### config.mk
export PLATFORM = sky130hd
export DESIGN_NAME = serial_add_sub16
export DESIGN_NICKNAME = d
export VERILOG_FILES = /design/src/rtl/serial_add_sub_pkg.sv /design/src/rtl/full_adder_1.sv /design/src/rtl/serial_add_sub16.sv
export SDC_FILE = /design/constraint.sdc
export NUM_CORES = 1
export LEC_CHECK = 0
export CORE_MARGIN = 5
export CORE_UTILIZATION = 35
export DETAILED_ROUTE_END_ITERATION = 8
export DONT_BUFFER_PORTS = 1
export GPL_ROUTABILITY_DRIVEN = 1
export HOLD_SLACK_MARGIN = 0.1
export SLEW_MARGIN = 20
export SYNTH_ARGS = -nofsm -noshare
export SYNTH_HDL_FRONTEND = slang
export SYNTH_SLANG_ARGS = --single-unit
### constraint.sdc
create_clock -name clk -period 1.84 [get_ports clk]
set_input_delay 0.368 -clock clk [delete_from_list [all_inputs] [get_ports clk]]
set_output_delay 0.368 -clock clk [all_outputs]
set_load 0.01 [all_outputs]
### src/rtl/serial_add_sub_pkg.sv
// Shared definitions for the bit-serial adder/subtractor.
// The optional overflow flag is enabled by defining OVF_FLAG_EN.
package serial_add_sub_pkg;

    localparam int unsigned DATA_W = 16;
    localparam int unsigned CNT_W  = $clog2(DATA_W);

    typedef enum logic [1:0] {
        IDLE  = 2'd0,
        SHIFT = 2'd1,
        DONE  = 2'd2
    } state_e;

endpackage

### src/rtl/full_adder_1.sv
// Single-bit combinational full adder used by the serial datapath.
module full_adder_1 (
    input  logic a,
    input  logic b,
    input  logic ci,
    output logic s,
    output logic co
);

    assign s  = a ^ b ^ ci;
    assign co = (a & b) | (ci & (a ^ b));

endmodule

### src/rtl/serial_add_sub16.sv
// Bit-serial WIDTH-bit adder/subtractor with start/done handshake.
// Define OVF_FLAG_EN to compute the signed overflow flag V; otherwise V is tied to 0.
module serial_add_sub16
    import serial_add_sub_pkg::*;
#(
    parameter int unsigned WIDTH = DATA_W
) (
    input  logic             clk,
    input  logic             reset,
    input  logic             start,
    input  logic [WIDTH-1:0] A,
    input  logic [WIDTH-1:0] B,
    input  logic             Ci,
    input  logic             Sub,
    output logic [WIDTH-1:0] S,
    output logic             Co,
    output logic             V,
    output logic             busy,
    output logic             done
);

    localparam int unsigned CW = $clog2(WIDTH);

    state_e           state_q, state_d;
    logic [WIDTH-1:0] a_q, a_d;
    logic [WIDTH-1:0] b_q, b_d;
    logic [WIDTH-1:0] res_q, res_d;
    logic [WIDTH-1:0] s_q, s_d;
    logic [CW-1:0]    cnt_q, cnt_d;
    logic             carry_q, carry_d;
    logic             sub_q, sub_d;
    logic             co_q, co_d;
    logic             busy_q, busy_d;
    logic             done_q, done_d;
    logic             fa_s, fa_co;
`ifdef OVF_FLAG_EN
    logic             v_q, v_d;
`endif

    full_adder_1 u_fa (
        .a  (a_q[0]),
        .b  (b_q[0] ^ sub_q),
        .ci (carry_q),
        .s  (fa_s),
        .co (fa_co)
    );

    // State register and datapath registers
    always_ff @(posedge clk) begin
        if (reset) begin
            state_q <= IDLE;
            a_q     <= '0;
            b_q     <= '0;
            res_q   <= '0;
            s_q     <= '0;
            cnt_q   <= '0;
            carry_q <= 1'b0;
            sub_q   <= 1'b0;
            co_q    <= 1'b0;
            busy_q  <= 1'b0;
            done_q  <= 1'b0;
`ifdef OVF_FLAG_EN
            v_q     <= 1'b0;
`endif
        end else begin
            state_q <= state_d;
            a_q     <= a_d;
            b_q     <= b_d;
            res_q   <= res_d;
            s_q     <= s_d;
            cnt_q   <= cnt_d;
            carry_q <= carry_d;
            sub_q   <= sub_d;
            co_q    <= co_d;
            busy_q  <= busy_d;
            done_q  <= done_d;
`ifdef OVF_FLAG_EN
            v_q     <= v_d;
`endif
        end
    end

    // Next-state and datapath control
    always_comb begin
        state_d = state_q;
        a_d     = a_q;
        b_d     = b_q;
        res_d   = res_q;
        s_d     = s_q;
        cnt_d   = cnt_q;
        carry_d = carry_q;
        sub_d   = sub_q;
        co_d    = co_q;
`ifdef OVF_FLAG_EN
        v_d     = v_q;
`endif

        case (state_q)
            IDLE: begin
                if (start) begin
                    a_d     = A;
                    b_d     = B;
                    sub_d   = Sub;
                    carry_d = Ci ^ Sub;
                    cnt_d   = '0;
                    state_d = SHIFT;
                end
            end
            SHIFT: begin
                res_d   = {fa_s, res_q[WIDTH-1:1]};
                a_d     = {1'b0, a_q[WIDTH-1:1]};
                b_d     = {1'b0, b_q[WIDTH-1:1]};
                carry_d = fa_co;
                cnt_d   = cnt_q + CW'(1);
                // Results load on the final bit so they are visible throughout DONE
                if (cnt_q == CW'(WIDTH - 1)) begin
                    state_d = DONE;
                    s_d     = {fa_s, res_q[WIDTH-1:1]};
                    co_d    = fa_co;
`ifdef OVF_FLAG_EN
                    v_d     = carry_q ^ fa_co;
`endif
                end
            end
            DONE: begin
                state_d = IDLE;
            end
            default: begin
                state_d = IDLE;
            end
        endcase

        busy_d = (state_d == SHIFT);
        done_d = (state_d == DONE);
    end

    assign S    = s_q;
    assign Co   = co_q;
    assign busy = busy_q;
    assign done = done_q;
`ifdef OVF_FLAG_EN
    assign V    = v_q;
`else
    assign V    = 1'b0;
`endif

endmodule

# --- Yosys cells after proc, flatten, opt, wreduce, memory -nomap -nowiden ---
# Cells that the tools add are included.
classes:
  shift: 0
  n_reduce_logical: 5
  bitwise: 7
  n_div: 0
  mul: 0
  n_lt_le_gt_ge: 0
  n_mux: 11
  eq_ne: 5
  addsub: 1
op_table:
  columns: ["op", "n"]
  rows:
  - ["one-hot mux 16 bit (2 select lines)", 2]
  - ["2-to-1 mux 16 bit", 2]
  - ["one-hot mux 4 bit (2 select lines)", 1]
  - ["AND reduction 2 bit", 3]
  - ["adder 4 x 1 -> 4 bit (second input constant)", 1]
  - ["equality test 2 x 1 -> 1 bit (second input constant)", 2]
  - ["equality test 4 bit (second input constant)", 1]
  - ["2-to-1 mux 2 bit", 2]
  - ["2-to-1 mux 4 bit", 1]
  - ["one-hot mux 2 bit (2 select lines)", 1]
  - ["XOR 1 bit", 4]
  - ["bitwise AND 1 bit", 2]
  - ["equality test 2 bit (second input constant)", 1]
  - ["zero test 2 bit", 1]
  - ["inequality test 2 bit (second input constant)", 1]
  - ["one-hot mux 1 bit (2 select lines)", 1]
  - ["nonzero test 2 bit", 1]
  - ["2-to-1 mux 1 bit", 1]
  - ["OR 1 bit", 1]
totals:
  n_memories: 0
  reg_bits: 75
  input_bits: 37
  elab_cells: 40
  output_inout_bits: 20
  latch_bits: 0
  ramBits: 0
  rom_bits: 0

# --- Depth between registers and ports, before layout ---
logic_depth:
  ltp_word: 5
  ltp_mapped: 6
  mapped_depth_nobuf: 4

# --- Cells and area by module ---
# From an unflattened synthesis, not the netlist that was laid out.
hier_totals:
  cells_unflattened: 327
  hier_area_um2: 2995.4
modules_own_cells:
  columns: ["mod", "area_per_inst_um2", "cells_per_inst", "seq_area_each_um2", "n_inst"]
  rows:
  - ["serial_add_sub16", 2975.4, 326, 1481.4, 1]
  - ["full_adder_1", 20.0, 1, 0.0, 1]

# --- Least setup slack after synthesis ---
# OpenSTA, ideal clock, no wires.
synth_path:
  path_type: "flip-flop to flip-flop"
  start: "register cnt_q[0]"
  end: "register s_q[10] (netlist: S[10])"
  synth_period_minus_slack_ns: 1.362
  arrival_time_ns: 1.291
  setup_time_ns: 0.072
  n_path_buf: 1
  t_required_ns: 1.768
  path_stages_with_launch: 6
  path_slack_ns: 0.478
  path_cell_list: "dfxtp_1 -> ha_1 -> nand4_4 -> nor2_4 -> buf_6 -> mux2i_1"
synth_via:
  elab_chain_len: 2
synth_rtl:
  columns: ["item", "line_no", "text"]
  rows:
  - ["start: declaration", "serial_add_sub16.sv:29", "logic [CW-1:0] cnt_q, cnt_d;"]
  - ["start signal: assignment", "serial_add_sub16.sv:71", "cnt_q <= cnt_d;"]
  - ["equality test 4 bit", "serial_add_sub16.sv:116", "if (cnt_q == CW'(WIDTH - 1)) begin"]
  - ["AND reduction 2 bit (no source line)", null, null]
  - ["end signal: assignment", "serial_add_sub16.sv:55", "s_q <= '0;"]
  - ["end signal: assignment", "serial_add_sub16.sv:70", "s_q <= s_d;"]
  - ["end: declaration", "serial_add_sub16.sv:28", "logic [WIDTH-1:0] s_q, s_d;"]
# No other way between the ends.
# A chain may end at the register's enable or synchronous reset.

# --- Worst setup path in the final report ---
layout_path:
  start: "register state_q[0]"
  end: "register b_q[13]"
layout_via:
  elab_chain_len: 3
  word_cells_on_any_way: 6
  classes_between: "eq/ne: 2; mux: 1; reduce/logical: 3"
layout_rtl:
  columns: ["item", "line_no", "text"]
  rows:
  - ["start: declaration", "serial_add_sub16.sv:24", "state_e state_q, state_d;"]
  - ["start signal: assignment", "serial_add_sub16.sv:66", "state_q <= state_d;"]
  - ["equality test 2 x 1 -> 1 bit / zero test 2 bit (equally long branches)", "serial_add_sub16.sv:98", "case (state_q)"]
  - ["nonzero test 2 bit (no source line) / inequality test 2 bit (equally long branches)", null, null]
  - ["AND reduction 2 bit (no source line)", null, null]
  - ["end signal: assignment", "serial_add_sub16.sv:53", "b_q <= '0;"]
  - ["end signal: assignment", "serial_add_sub16.sv:68", "b_q <= b_d;"]
  - ["end: declaration", "serial_add_sub16.sv:26", "logic [WIDTH-1:0] b_q, b_d;"]
# Several ways; a longest one is shown, not always the timed one.

==> reports/metrics.cfg <==
[synth]
synth_top_family_by_area=simple AND/OR/NAND/NOR gates
ys_seq_area_share_pct=46.1
synth_cell_type_count=37
synth_xor_area_share_pct=0.545
synth-async-reset-ratio_pct=0
syn_inst=362
synth_compound_area_share_pct=18.0
synth_mux_area_share_pct=4.67
synth_fp_nets=401
synthSimpleGateAreaFrac_pct=24.3
synthFlopType=dfxtp_1
yosys_warnings=0
ys_ff_latch=74
syn_area_mm2=0.00321
synth_fa_ha_area_share_pct=1.01
synth_edf_count=0
avgSynthCellArea_um2=8.87

[place]
dp.cells=451
port_buffers=0
globalplace.congestion=0.735
hpwlAfterDp_mm=4.31
place_ws_ns=0.346
dpl_cell_area_mm2=0.00328

[clocking]
clockBufferDepth=2
clk_pin_slew_ns=0.09
tritoncts=built
cts_buffers=9
cts_resized=0
clkSinkCount=74
htreeDepth=3
clk_latency_ns=0.35
clockRootBuffer=clkbuf_8
cts_setup_buffers=0

[routing]
drt-vias-per-instance=5.11
wirelength_mm=6.91
detail_route.wl_per_cell_um=14.7
vias=2409
ant_nets=0
drcViolationCount=0
dr.pass1.iters=4
dr.first_iter.drc_count=90

[worst_setup_path]
arrival_ns=1.76
crit_path_start_kind=flip-flop
r2r_cells=4
worst-setup-path-type=reg2reg
crit_end=b_q[13]
crit_start=state_q[0]
path_cells=o21ba_2, buf_4, nor2_1, a211oi_1
reg2reg_from=state_q[0]
regToRegSetupSlack_ns=0.34
cp_slowest_cell=dfxtp_1
crit_required_ns=2.10
endpoint_kind=flip-flop
worstReg2RegEnd=b_q[13]
path_max_fanout=13
cp_slowest_stage_delay_ns=0.52

[die]
ios=57
die_h_um=106
die_w_um=106
rows=35
core_mm2=0.00911
fp.dieArea_mm2=0.0112
initial_core_util_pct=35.3

[sta]
hold_violations=0
rsz0062_at_grt=no
layout_min_cycle_time_ns=1.50
layout_setup_ws_ns=0.342
max_freq_mhz=668
slew_violations=0
max_slew_margin_pct=65.9
finalCritPeriodShare_pct=81.4
tightest_slew_ns=0.511
setup_viol=0
fin_skew_ns=0.0194
tns_ns=0

[grt]
gr-total-overflow=0
grt_usage_pct=13.1
grt_pass1_vias=2467
met1_usage_pct=16.7
top_usage_layer=met2
grt_max_degree=57
grtUsageMet2_pct=20.0
grt_use_met3_pct=6.12
antenna_found_initial=1
grt_pass1_wl_mm=11.9

[power_and_ir_drop]
cellPowerDensity_mw_per_mm2=991
clkPwrFrac_pct=43.4
p_int_mw=2.71
vdd_drop_max_mv=0.355
leakagePower_nw=1.24
seqPwrFrac_pct=48.6
switching_share_pct=23.2
p_switching_uw=819
combPwrFrac_pct=8.0

[final_layout]
nets=393
area_growth_pct=11.0
final_area_mm2=0.00356
finalNonFillerCells=471
utilization_pct=39.1
drive_gt1_share_pct=14.8

[outcome]
status=completed

[min_path]
hold_class=in2reg

[job]
cap_violations=0

-- cells in the mapped netlist, types with 2 or more instances --
library cell	instances	area, um2
or3b_1	4	35.0
nand2b_1	32	200
a21oi_1	17	85.1
inv_1	4	15.0
nand2_1	32	120
buf_2	13	65.1
o41ai_1	2	17.5
o21ai_0	29	145
mux2i_1	15	150
nor2_1	36	135
clkbuf_1	18	67.6
a22oi_1	3	22.5
o22ai_1	3	18.8
nand3_1	2	10.0
dfxtp_1	74	1480
nor3_1	3	15.0
a211oi_1	31	233
or3b_2	23	201
nor2b_1	3	18.8
-- registers in the layout, indices dropped and copies added, names as in the netlist --
register  flops
busy          1
a_q          16
done          1
cnt_q         4
state_q       2
res_q        15
S            16
sub_q         1
b_q          16
Co            1
carry_q       1
-- cell families (layout without fill, tap and decap cells) --
family,Yosys count,after routing
xor gates and xnor gates,2,2
AOI/OAI and AO/OA,92,92
muxes,15,15
buffers and inverters,37,34
and+or+nand+nor,139,139
other,1,2
DFF,74,74
adders and majority gates,2,2
-- area by class of cell --
cell class	instances	area, um2
clock buffer	10	128
multi-input combinational	251	1560
clock inverter	6	113
antenna	1	2.50
inverter	4	15.0
timing repair buffer	14	123
fill	925	5540
tap	111	139
sequential	74	1480
-- through the flow --
step | hold slack, ns | power [mW]
floorplan | 0.437 | 1.98
global placement | 0.442 | 2.00
detailed placement | 0.446 | 2.01
CTS | 0.102 | 3.58
global route | 0.148 | 3.69
finish | 0.152 | 3.53
-- critical path: cells and delay by family, from the launching register on --
kind / cells / cell delay (ns)
simple gates: 1 / 0.05
compound gates: 2 / 0.58
flops: 1 / 0.52
buf+inv: 1 / 0.25
-- how the worst min path moves through the flow --
stage / startpoint / to / slack [ns] / cells after the start
after floorplan: res_q[1] / res_q[1] / 0.44 / 2
after global placement: res_q[1] / res_q[1] / 0.44 / 2
after detailed placement: res_q[1] / res_q[1] / 0.45 / 2
after CTS: reset / S[15] / 0.10 / 1
after global routing: Sub / sub_q / 0.15 / 2
final: Sub / sub_q / 0.15 / 2
-- power by group through the flow --
stage	Combinational, mW	Sequential [mW]	Clock, mW
detailed placement	0.258	1.75	0
floorplan	0.243	1.74	0
CTS	0.285	1.72	1.57
global placement	0.250	1.75	0
global route	0.322	1.73	1.64
finish	0.284	1.72	1.53
-- timing repair --
item,4_1_cts,5_1_grt
hold buffers,2,1
endpoints found under the setup margin,0,0
endpoints found under the hold margin,56,1
-- layout by cell type (no fill, tap or decap), types with 2 or more instances in the layout --
master / instances
a211oi_1: 31
a21oi_1: 17
a22oi_1: 3
buf_4: 11
bufinv_16: 3
clkbuf_8: 9
dfxtp_1: 74
dlygate4sd3_1: 2
inv_1: 4
mux2i_1: 15
nand2_1: 32
nand2b_1: 32
nand3_1: 2
nor2_1: 36
nor2b_1: 3
nor3_1: 3
o21ai_0: 29
o22ai_1: 3
o41ai_1: 2
or3b_1: 4
or3b_2: 23
-- metal layers --
metal | up-vias | wire [um]
li1 | 1233 | -
met1 | 1123 | 3320
met2 | 51 | 3110
met3 | 2 | 449
met4 | 0 | 37
met5 | - | 0
(Power assumes the default switching activity.)
